<file path="src/rtl/fire_sensor_conditioner.sv">
// Conditions the active-low fire sensor line: synchronise, debounce, latch confirmed
// fires until the line is clear and acknowledged; counts fire events (saturating).
module fire_sensor_conditioner #(
    parameter int unsigned DEBOUNCE_CYCLES = 16,
    parameter int unsigned CLEAR_CYCLES    = 32,
    parameter int unsigned CNT_W           = 8
) (
    input  logic             clk,
    input  logic             rst,
    input  logic             fire_raw,
    input  logic             ack,
    output logic             fire_out,
    output logic             alarm,
    output logic [CNT_W-1:0] fire_count,
    output logic [1:0]       state_dbg
);

    localparam int unsigned MAX_CYC = (DEBOUNCE_CYCLES > CLEAR_CYCLES) ? DEBOUNCE_CYCLES : CLEAR_CYCLES;
    localparam int unsigned CW      = $clog2(MAX_CYC + 1);

    localparam logic [CW-1:0] DEB_LAST = CW'(DEBOUNCE_CYCLES - 1);
    localparam logic [CW-1:0] CLR_LAST = CW'(CLEAR_CYCLES - 1);
    localparam logic [CW-1:0] CLR_FULL = CW'(CLEAR_CYCLES);

    typedef enum logic [1:0] {
        ST_STARTUP = 2'd0,
        ST_NORMAL  = 2'd1,
        ST_FIRE    = 2'd2,
        ST_UNUSED  = 2'd3
    } state_t;

    logic             sync1_q, sync2_q;
    state_t           state_q, state_d;
    logic [CW-1:0]    cnt_q, cnt_d;
    logic [CNT_W-1:0] count_q, count_d;
    logic             fire_out_q, alarm_q;
    logic             s;

    assign s = sync2_q;

    // Next-state, run counter and event counter
    always_comb begin
        state_d = state_q;
        cnt_d   = cnt_q;
        count_d = count_q;
        case (state_q)
            ST_STARTUP: begin
                if (s) begin
                    if (cnt_q == CLR_LAST) begin
                        state_d = ST_NORMAL;
                        cnt_d   = '0;
                    end else begin
                        cnt_d = cnt_q + CW'(1);
                    end
                end else begin
                    cnt_d = '0;
                end
            end
            ST_NORMAL: begin
                if (!s) begin
                    if (cnt_q == DEB_LAST) begin
                        state_d = ST_FIRE;
                        cnt_d   = '0;
                        if (count_q != '1) begin
                            count_d = count_q + CNT_W'(1);
                        end
                    end else begin
                        cnt_d = cnt_q + CW'(1);
                    end
                end else begin
                    cnt_d = '0;
                end
            end
            ST_FIRE: begin
                if (s) begin
                    if (ack && (cnt_q == CLR_FULL)) begin
                        state_d = ST_NORMAL;
                        cnt_d   = '0;
                    end else if (cnt_q != CLR_FULL) begin
                        cnt_d = cnt_q + CW'(1);
                    end
                end else begin
                    cnt_d = '0;
                end
            end
            default: begin
                state_d = ST_STARTUP;
                cnt_d   = '0;
            end
        endcase
    end

    // Sync flops reset to 0 so an unknown line reads as fire
    always_ff @(posedge clk or posedge rst) begin
        if (rst) begin
            sync1_q    <= 1'b0;
            sync2_q    <= 1'b0;
            state_q    <= ST_STARTUP;
            cnt_q      <= '0;
            count_q    <= '0;
            fire_out_q <= 1'b0;
            alarm_q    <= 1'b0;
        end else begin
            sync1_q    <= fire_raw;
            sync2_q    <= sync1_q;
            state_q    <= state_d;
            cnt_q      <= cnt_d;
            count_q    <= count_d;
            fire_out_q <= (state_d == ST_NORMAL);
            alarm_q    <= (state_d == ST_FIRE);
        end
    end

    assign fire_out   = fire_out_q;
    assign alarm      = alarm_q;
    assign fire_count = count_q;
    assign state_dbg  = state_q;

endmodule

</file>
<file path="config.mk">
export PLATFORM = sky130hd
export DESIGN_NAME = fire_sensor_conditioner
export DESIGN_NICKNAME = d
export VERILOG_FILES = /design/src/rtl/fire_sensor_conditioner.sv
export SDC_FILE = /design/constraint.sdc
export NUM_CORES = 1
export LEC_CHECK = 0
export CAP_MARGIN = 25
export CORE_ASPECT_RATIO = 1.1
export CORE_MARGIN = 2
export CORE_UTILIZATION = 25
export CTS_CLUSTER_DIAMETER = 200
export CTS_CLUSTER_SIZE = 12
export DETAILED_ROUTE_END_ITERATION = 10
export GPL_ROUTABILITY_DRIVEN = 0
export PLACE_DENSITY = 0.45
export SLEW_MARGIN = 25
export SYNTH_ARGS = -nofsm -noshare
export SYNTH_HDL_FRONTEND = slang
export SYNTH_SLANG_ARGS = --single-unit
</file>
<file path="constraint.sdc">
create_clock -name clk -period 1.9 [get_ports clk]
set_clock_uncertainty 0.15 [all_clocks]
set_input_delay 0.38 -clock clk [delete_from_list [all_inputs] [get_ports clk]]
set_output_delay 0.38 -clock clk [all_outputs]
set_load 0.02 [all_outputs]
</file>
==> out/qor.csv, run 1 <==
metric,value,unit
met2 WL post-DR,1180,um
status,"complete, no violations",
chip height,72.5,um
Initial Util,26.5,%
core area,4020,sq um
drt pass-1 iters,4,
via/cell ratio,4.70,
fin. max-slew vios,0,
Crit Path Class,reg2out,
Logic pwr share,10.8,%
CP Launch Type,flip-flop,
VDD IR max,0.645,mV
CP required,1370,ps
die area,4800,sq um
num ports,16,
Layout area overhead,33.6,%
Worst-Margin Slew,318,ps
maximum number of pins on one net before global-route repair,21,
WL final,2290,um
Synth warnings,0,
number of setup violations in the final report,0,
"flops & latches, synth",20,
Post-CTS Repair Setup Buffers,0,
"Slowest-stage cell, CP",clkdlybuf4s50_1,
Clock Latency Late Sink,260,ps
Multi-input gate area,553,sq um
Clk pwr share,41.6,%
final worst setup slack,68.7,ps
Min-Delay Startpoint,sync1_q$_DFF_PP0_,
ANT nets after route,0,
PortBufs,15,
Buf/Inv on CP,1,
post-synthesis cell type count,35,
WL/cell,12.9,um
drt initial violations,19,
CP max stage delay,620,ps
vias,832,
Critical Path Source,fire_count[6]$_DFFE_PP0P_,
die width,66.3,um
Syn Inst Count,100,
power consumption,0.00103,W
worst path cell trace,clkdlybuf4s50_1,
Register Area,500,sq um
number of global-route vias before repair,848,
CTS root buf,clkbuf_8,
fmax,546,MHz
total grt overflow,0,
Num CTS Buffers,3,
Synth Cell Area,1070,sq um
final design area excluding fillers,1420,sq um
first-pass GRT wire length,3920,um
clock tree sinks,20,
setup total negative slack,0,ps
total internal power,0.000788,W
CTS tree,built,
ANT cells,0,
worst-path fanout max,4,
hpwl dp,1740,um
"CTS clk-pin slew, worst paths",80,ps
Longest Clk Path Bufs,2,
net switching power,0.000238,W
initial antenna violation count,0,
"Avg Cell Area, Syn",10.7,sq um
Filler Cell Count,433,
gr usage total,10.5,%
HP Class,reg2reg,
Max-Cap Viols,0,
Leakage,0.710,nW
sequential fraction of the synthesis area,46.9,%
met1 wire length,1010,um
placed cell area,1340,sq um
Pwr Density,720,nW/um^2
H-tree depth,1,
Switching Share,23.2,%
fin crit period,1830,ps
CP endpoint kind,output port,
Setup WS pre-CTS,39.9,ps
RSZ-0062 raised after global routing,no,
row count,24,
Final Net Count,133,
highest routed layer,met4,
Post-Syn Nets,107,
"Data arrival, critical path",1300,ps
max_slew headroom,78.8,%
RR Startpoint,cnt_q[0]$_DFFE_PP0P_,
flop2flop setup slack,140,ps
# DRC,0,
share of cells above drive strength 1,19.2,%
crit share post-route,96.4,%
"CP delay by family, top",buffers and inverters,
power share of the sequential group,47.6,%
met3 wire len,83,um
"Hold Vio Cnt, Final",0,
worst hold margin,205,ps
[final cells by class]
| type | count | share of cell area (%) |
|---|---|---|
| Timing Repair Buffer | 24 | 15.4 |
| Clock buffer | 3 | 2.90 |
| Multi-Input combinational cell | 73 | 38.8 |
| Clock inverter | 1 | 2.11 |
| Inverter | 4 | 1.05 |
| Sequential cell | 20 | 35.1 |
| Tap cell | 52 | 4.57 |
[Yosys cell counts]
library cell  count  area [sq um]
o221a_2           1          11.3
ha_1              3          37.5
o2111a_1          1          11.3
a21o_1            1          7.51
a2111oi_4         1          27.5
nor3b_4           1          18.8
dfrtp_1          20           500
nand3b_4          1          20.0
xor2_1            8          70.1
and2b_1           1          7.51
nor3_1            2          10.0
nand2b_1          2          12.5
nand4b_1          2          17.5
mux2_2            1          11.3
nor3b_1           1          7.51
nor2_1            5          18.8
nor4_1            1          6.26
nor2_2            1          6.26
a21oi_1           7          35.0
inv_1             4          15.0
nand4_1           3          18.8
o22ai_1           3          18.8
and3b_1           1          8.76
xnor2_1           1          8.76
a41oi_1           1          8.76
or2_2             1          6.26
buf_2             2          10.0
and4b_1           1          10.0
o21a_1            2          15.0
nand3b_1          2          15.0
clkbuf_1          1          3.75
nand3_1           7          35.0
o21ai_0           2          10.0
a211oi_1          3          22.5
nand2_1           6          22.5
[timing repair]
item / in CTS / in global routing
hold endpoints to repair: 0 / 0
gates resized for setup: 3 / 6
endpoints found under the setup margin: 3 / 5
hold buffers: 0 / 0
[power groups by stage]
stage / Sequential (W) / Clock [W] / Combinational [W]
after floorplan: 0.000487 / 0 / 0.0000780
after global placement: 0.000492 / 0 / 0.000109
after detailed placement: 0.000495 / 0 / 0.000111
after CTS: 0.000487 / 0.000438 / 0.000111
after global routing: 0.000494 / 0.000460 / 0.000133
final: 0.000488 / 0.000427 / 0.000110
[cell families (layout without fill, tap and decap cells)]
logic type	Yosys count	in the layout	synth area share [%]
AOI/OAI and AO/OA	22	22	15.7
adders and majority gates	3	3	3.52
and+or+nand+nor	38	38	22.7
muxes	1	1	1.06
DFF	20	20	46.9
xor gates and xnor gates	9	9	7.39
buffers and inverters	7	32	2.70
[worst reg2reg max path, delay by kind of cell (launching register included)]
kind / cells / cell delay, ps
muxes: 1 / 340
DFF: 1 / 420
and+or+nand+nor: 2 / 410
AOI/OAI and AO/OA: 1 / 150
adders and majority gates: 1 / 180
[final timing paths]
path / end / cells after the start
max in group asynchronous: cnt_q[1]$_DFFE_PP0P_ / 3
setup / recovery: fire_count[6] / 1
setup reg to reg: fire_count[1]$_DFFE_PP0P_ / 5
hold / removal: s$_DFF_PP0_ / 0
hold reg to reg: s$_DFF_PP0_ / 0
min in group asynchronous: fire_count[0]$_DFFE_PP0P_ / 3
[state kept, by name, summed over array words and instances, names as in the netlist]
register    flops
fire_out        1
cnt_q           6
alarm           1
s               1
sync1_q         1
fire_count      8
state_dbg       2
[metal layers]
layer / track usage [%] / up-vias
met2: 18.4 / 14
met3: 3.41 / 2
met1: 12.9 / 400
met5: 0 / -
met4: 1.36 / 0
li1: - / 416
[through the flow]
stage               utilization (%)  cells
floorplan                         -    100
global placement               33.2    173
detailed placement             33.2    173
CTS                            34.9    177
global route                   35.4    177
finish                         35.4    177
[placed cells by master, fill, tap and decap left out, drive strengths merged]
master,n
nand2,6
bufinv,1
dlygate4sd2,3
ha,3
nand2b,2
xor2,8
dlymetal6s2s,2
inv,4
buf,9
nor3,2
clkbuf,3
a2111oi,1
clkdlybuf4s50,10
and2b,1
and4b,1
a211oi,3
a21oi,7
o21a,2
nor3b,2
nand4,3
o2111a,1
nand3b,3
a21o,1
xnor2,1
nor2,6
a41oi,1
o21ai,2
nand4b,2
o22ai,3
dfrtp,20
or2,1
nand3,7
o221a,1
and3b,1
nor4,1
mux2,1
Note: power is estimated with default switching activity, not from simulation.
==> run 2, diff against run 1 <==
--- a/config.mk
+++ b/config.mk
@@ -5,15 +5,15 @@
 export SDC_FILE = /design/constraint.sdc
 export NUM_CORES = 1
 export LEC_CHECK = 0
-export CAP_MARGIN = 25
+export CAP_MARGIN = 10
 export CORE_ASPECT_RATIO = 1.1
 export CORE_MARGIN = 2
-export CORE_UTILIZATION = 25
+export CORE_UTILIZATION = 47
 export CTS_CLUSTER_DIAMETER = 200
 export CTS_CLUSTER_SIZE = 12
 export DETAILED_ROUTE_END_ITERATION = 10
 export GPL_ROUTABILITY_DRIVEN = 0
-export PLACE_DENSITY = 0.45
+export PLACE_DENSITY = 0.74
 export SLEW_MARGIN = 25
 export SYNTH_ARGS = -nofsm -noshare
 export SYNTH_HDL_FRONTEND = slang
==> run 2 against run 1 <==
Sequential power hardly changed. Utilization rose by 24 points. Critical path type unchanged. First-iteration DRC count shrank 5.3%. Maximum frequency is 0.92% lower. Highest routed layer unchanged.
==> out/qor.csv, run 2 (synthesized netlist as in run 1, its figures left out) <==
metric,value,unit
CP endpoint kind,output port,
core area,2210,sq um
flop2flop setup slack,90,ps
fin. max-slew vios,0,
HP Class,in2async,
CP max stage delay,610,ps
CTS tree,built,
"CTS clk-pin slew, worst paths",120,ps
CTS root buf,clkbuf_4,
worst path cell trace,clkdlybuf4s50_1,
num ports,16,
number of global-route vias before repair,777,
hpwl dp,1520,um
status,"complete, no violations",
share of cells above drive strength 1,14.8,%
via/cell ratio,5.59,
net switching power,0.000225,W
die width,49.4,um
ANT cells,0,
Util after Layout,59.7,%
Initial Util,48.3,%
Register Area,500,sq um
power share of the sequential group,57.5,%
max_slew headroom,77.8,%
Hold Buf Count CTS,0,
CP Launch Type,flip-flop,
number of setup violations in the final report,0,
Leakage,0.686,nW
Logic pwr share,12.6,%
"Data arrival, critical path",1320,ps
setup total negative slack,0,ps
WL/cell,13.7,um
crit share post-route,97.3,%
drt initial violations,18,
worst-path fanout max,3,
Post-CTS Repair Setup Buffers,0,
Num CTS Buffers,3,
Clk pwr share,29.9,%
total grt overflow,0,
first-pass GRT wire length,3340,um
fin crit period,1850,ps
chip height,54.0,um
max reg flops,8,
Worst-Margin Slew,328,ps
CP required,1370,ps
Final Net Count,130,
placed insts,148,
Finished Layout Cells,152,
gr usage total,17.2,%
"Hold Vio Cnt, Final",0,
"Slowest-stage cell, CP",clkdlybuf4s50_1,
H-tree depth,1,
total internal power,0.000622,W
Pwr Density,643,nW/um^2
Filler Cell Count,212,
Clock Latency Late Sink,310,ps
PortBufs,15,
row count,18,
initial antenna violation count,0,
Multi-input gate area,541,sq um
vias,850,
clock tree sinks,20,
"most common cell after layout, fill and taps aside",dfrtp_1,
ANT nets after route,0,
Buf/Inv on CP,1,
WL final,2080,um
RSZ-0062 raised after global routing,no,
die area,2670,sq um
VDD IR max,0.434,mV
maximum number of pins on one net before global-route repair,21,
Max-Cap Viols,0,
"CP delay by family, top",buffers and inverters,
Longest Clk Path Bufs,2,
Layout area overhead,23.6,%
"commonest cells after routing, fill and taps aside","dfrtp_1 (20), xor2_1 (8), dlygate4sd2_1 (8), nand3_1 (7)",
drt pass-1 iters,4,
fmax,541,MHz
Crit Path Class,reg2out,
# DRC,0,
Switching Share,26.5,%
[run 2: cell count changes in the layout (fill, tap and decap cells not counted), moves of 2 or more]
cell             previous run  this run
dlygate4sd2_1               3         8
buf_4                       9         6
clkbuf_4                    0         3
clkdlybuf4s50_1            10         6
clkbuf_8                    3         1
[run 2: repair_timing]
action	4_1_cts	5_1_grt
gates resized for setup	8	2
cloned	0	0
hold endpoints to repair	0	0
setup endpoints to repair	8	2
[run 2: path summary, 6_finish.rpt]
path,cells past startpoint,from,to
max,1,fire_count[7]$_DFFE_PP0P_,fire_count[7]
min,3,rst,cnt_q[3]$_DFFE_PP0P_
max reg2reg,5,cnt_q[0]$_DFFE_PP0P_,fire_count[1]$_DFFE_PP0P_
min reg2reg,0,sync1_q$_DFF_PP0_,s$_DFF_PP0_
max in group asynchronous,3,rst,state_dbg[0]$_DFF_PP0_
min in group clk,0,sync1_q$_DFF_PP0_,s$_DFF_PP0_
[run 2: layout make-up]
class | count | area share, %
tap | 30 | 2.85
clock buffer | 4 | 2.75
timing repair buffer | 21 | 14.2
inverter | 4 | 1.14
multi-input combinational | 73 | 41.0
sequential | 20 | 38.0
[run 2: layer usage]
metal,vias up,track usage (%),part of all wire (%)
met5,-,0,0
met2,10,29.7,49
met4,0,11.1,2.7
met3,4,2.50,1.8
met1,423,20.4,46
li1,413,-,-
[run 2: power by group through the flow]
stage | sequential (W) | clock (W) | combinational, W
2_1_floorplan | 0.000487 | 0 | 0.0000780
3_3_place_gp | 0.000493 | 0 | 0.000106
3_5_place_dp | 0.000495 | 0 | 0.000108
4_1_cts | 0.000486 | 0.000258 | 0.000108
5_1_grt | 0.000492 | 0.000270 | 0.000125
6_report | 0.000487 | 0.000253 | 0.000107
[run 2: tightest hold or removal path, delay by kind of cell]
kind | cells | cell delay (ps)
buffers and inverters | 3 | 690
[run 2: through the flow]
| stage | hold WS, ps | setup slack (ps) | total power [W] | cell area, sq um |
|---|---|---|---|---|
| final | 224 | 51.6 | 0.000847 | 1320 |
| after detailed placement | 204 | 85.6 | 0.000603 | 1280 |
| after CTS | 232 | 30.4 | 0.000853 | 1310 |
| after global placement | 207 | 112 | 0.000599 | 1280 |
| after global routing | 247 | 9.06 | 0.000887 | 1320 |
| after floorplan | 181 | 23.6 | 0.000565 | 1070 |
==> run 3, diff against run 2 <==
--- a/config.mk
+++ b/config.mk
@@ -9,6 +9,7 @@
 export CORE_ASPECT_RATIO = 1.1
 export CORE_MARGIN = 2
 export CORE_UTILIZATION = 47
+export CTS_BUF_LIST = sky130_fd_sc_hd__clkbuf_16
 export CTS_CLUSTER_DIAMETER = 200
 export CTS_CLUSTER_SIZE = 12
 export DETAILED_ROUTE_END_ITERATION = 10
==> run 3 against run 2 <==
Flip-flop and latch count is the same. Clock power grew 73%. Routed wire length up 0.92%. Power rose by 22%. Sequential share of layout area fell by 1.6 points.
==> out/qor.csv, run 3 (synthesized netlist as in run 1, its figures left out) <==
metric,value,unit
total grt overflow,0,
die width,49.4,um
share of cells above drive strength 1,13.9,%
number of setup violations in the final report,0,
total internal power,0.000786,W
net switching power,0.000246,W
met3 Track Usage GR,1.67,%
Critical Path Source,fire_count[3]$_DFFE_PP0P_,
CP endpoint kind,output port,
power share of the sequential group,47.3,%
gr usage total,17.5,%
critical path depth,1,
Finished Layout Cells,152,
drt pass-1 iters,4,
CTS tree,built,
CP Launch Type,flip-flop,
WL final,2100,um
clock tree sinks,20,
"Data arrival, critical path",1320,ps
HP Class,reg2reg,
fmax,540,MHz
RSZ-0062 raised after global routing,no,
chip height,54.0,um
flop2flop setup slack,90,ps
"CP delay by family, top",buffers and inverters,
placed insts,148,
"commonest cells after routing, fill and taps aside","dfrtp_1 (20), clkdlybuf4s50_1 (12), xor2_1 (8), nand3_1 (7)",
max_slew headroom,74.5,%
"Hold Vio Cnt, Final",0,
"Most Used Layer, Global Route",met2,
Final Net Count,130,
Logic pwr share,10.3,%
fin. max-slew vios,0,
Crit Path Class,reg2out,
Clock Latency Late Sink,250,ps
ANT cells,0,
vias,862,
ANT nets after route,0,
Layout area overhead,29.0,%
met1 Use GR,20.6,%
die area,2670,sq um
Critical R2R Capture,cnt_q[1]$_DFFE_PP0P_,
CTS root buf,clkbuf_16,
core area,2210,sq um
Pwr Density,751,nW/um^2
Max-Cap Viols,0,
via/cell ratio,5.67,
drt initial violations,19,
Buf/Inv on CP,1,
# DRC,0,
Post-CTS Repair Setup Buffers,0,
fin crit period,1850,ps
Multi-input gate area,541,sq um
CP max stage delay,640,ps
row count,18,
"Slowest-stage cell, CP",clkdlybuf4s50_1,
final worst setup slack,48.8,ps
Hold Buf Count CTS,0,
first-pass GRT wire length,3460,um
maximum number of pins on one net before global-route repair,21,
status,"complete, no violations",
Setup WS pre-CTS,85.6,ps
num ports,16,
CP required,1370,ps
VDD IR max,0.553,mV
WL/cell,13.8,um
Clk pwr share,42.4,%
crit share post-route,97.4,%
"most common cell after layout, fill and taps aside",dfrtp_1,
CP endpoint,fire_count[3],
Leakage,0.701,nW
worst hold margin,203,ps
max reg flops,8,
Worst-Margin Slew,382,ps
number of global-route vias before repair,815,
H-tree depth,1,
post-CTS resize count,0,
r2r worst-path depth,6,
Filler Cell Count,197,
Num CTS Buffers,3,
RR Startpoint,cnt_q[0]$_DFFE_PP0P_,
Longest Clk Path Bufs,2,
PortBufs,15,
Initial Util,48.3,%
Register Area,500,sq um
worst path cell trace,clkdlybuf4s50_1,
Switching Share,23.8,%
"CTS clk-pin slew, worst paths",60,ps
hpwl dp,1520,um
initial antenna violation count,0,
met2 usage,32.0,%
worst-path fanout max,5,
setup total negative slack,0,ps
-- run 3: cell types whose count changed in the layout (fill, tap and decap cells not counted) --
cell	previous run	this run
clkbuf_16	0	3
clkinv_1	0	1
dlymetal6s2s_1	1	3
dlygate4sd2_1	8	0
clkbuf_4	3	0
clkdlybuf4s50_1	6	12
clkbuf_8	1	0
-- run 3: cell type report --
cell class | instances | share of cell area [%]
clock inverter | 1 | 0.273
multi-input combinational | 73 | 39.3
inverter | 4 | 1.09
timing repair buffer | 21 | 14.7
sequential | 20 | 36.4
clock buffer | 3 | 5.46
tap | 30 | 2.73
-- run 3: worst min-delay path by stage --
stage	end	slack (ps)	startpoint	cells after the start
floorplan	s$_DFF_PP0_	180	sync1_q$_DFF_PP0_	0
global placement	s$_DFF_PP0_	210	sync1_q$_DFF_PP0_	0
detailed placement	s$_DFF_PP0_	200	sync1_q$_DFF_PP0_	0
CTS	s$_DFF_PP0_	210	sync1_q$_DFF_PP0_	0
global route	s$_DFF_PP0_	220	sync1_q$_DFF_PP0_	0
finish	s$_DFF_PP0_	200	sync1_q$_DFF_PP0_	0
-- run 3: power by group through the flow --
stage	clock [W]	sequential (W)	combinational, W
detailed placement	0	0.000495	0.000108
global placement	0	0.000493	0.000106
CTS	0.000441	0.000487	0.000108
finish	0.000437	0.000489	0.000106
floorplan	0	0.000487	0.0000780
global route	0.000459	0.000493	0.000124
-- run 3: per-stage QoR --
step	total power (W)	util, %	area, sq um
after CTS	0.00104	61.8	1360
after floorplan	0.000565	-	1070
final	0.00103	62.3	1380
after global routing	0.00108	62.3	1380
after global placement	0.000599	58.2	1280
after detailed placement	0.000603	58.2	1280
-- run 3: layer usage --
layer  vias to the layer above  part of all wire (%)
met5                         -                     0
met3                         4                   4.4
met4                         0                   1.4
li1                        413                     -
met1                       417                    44
met2                        28                    50
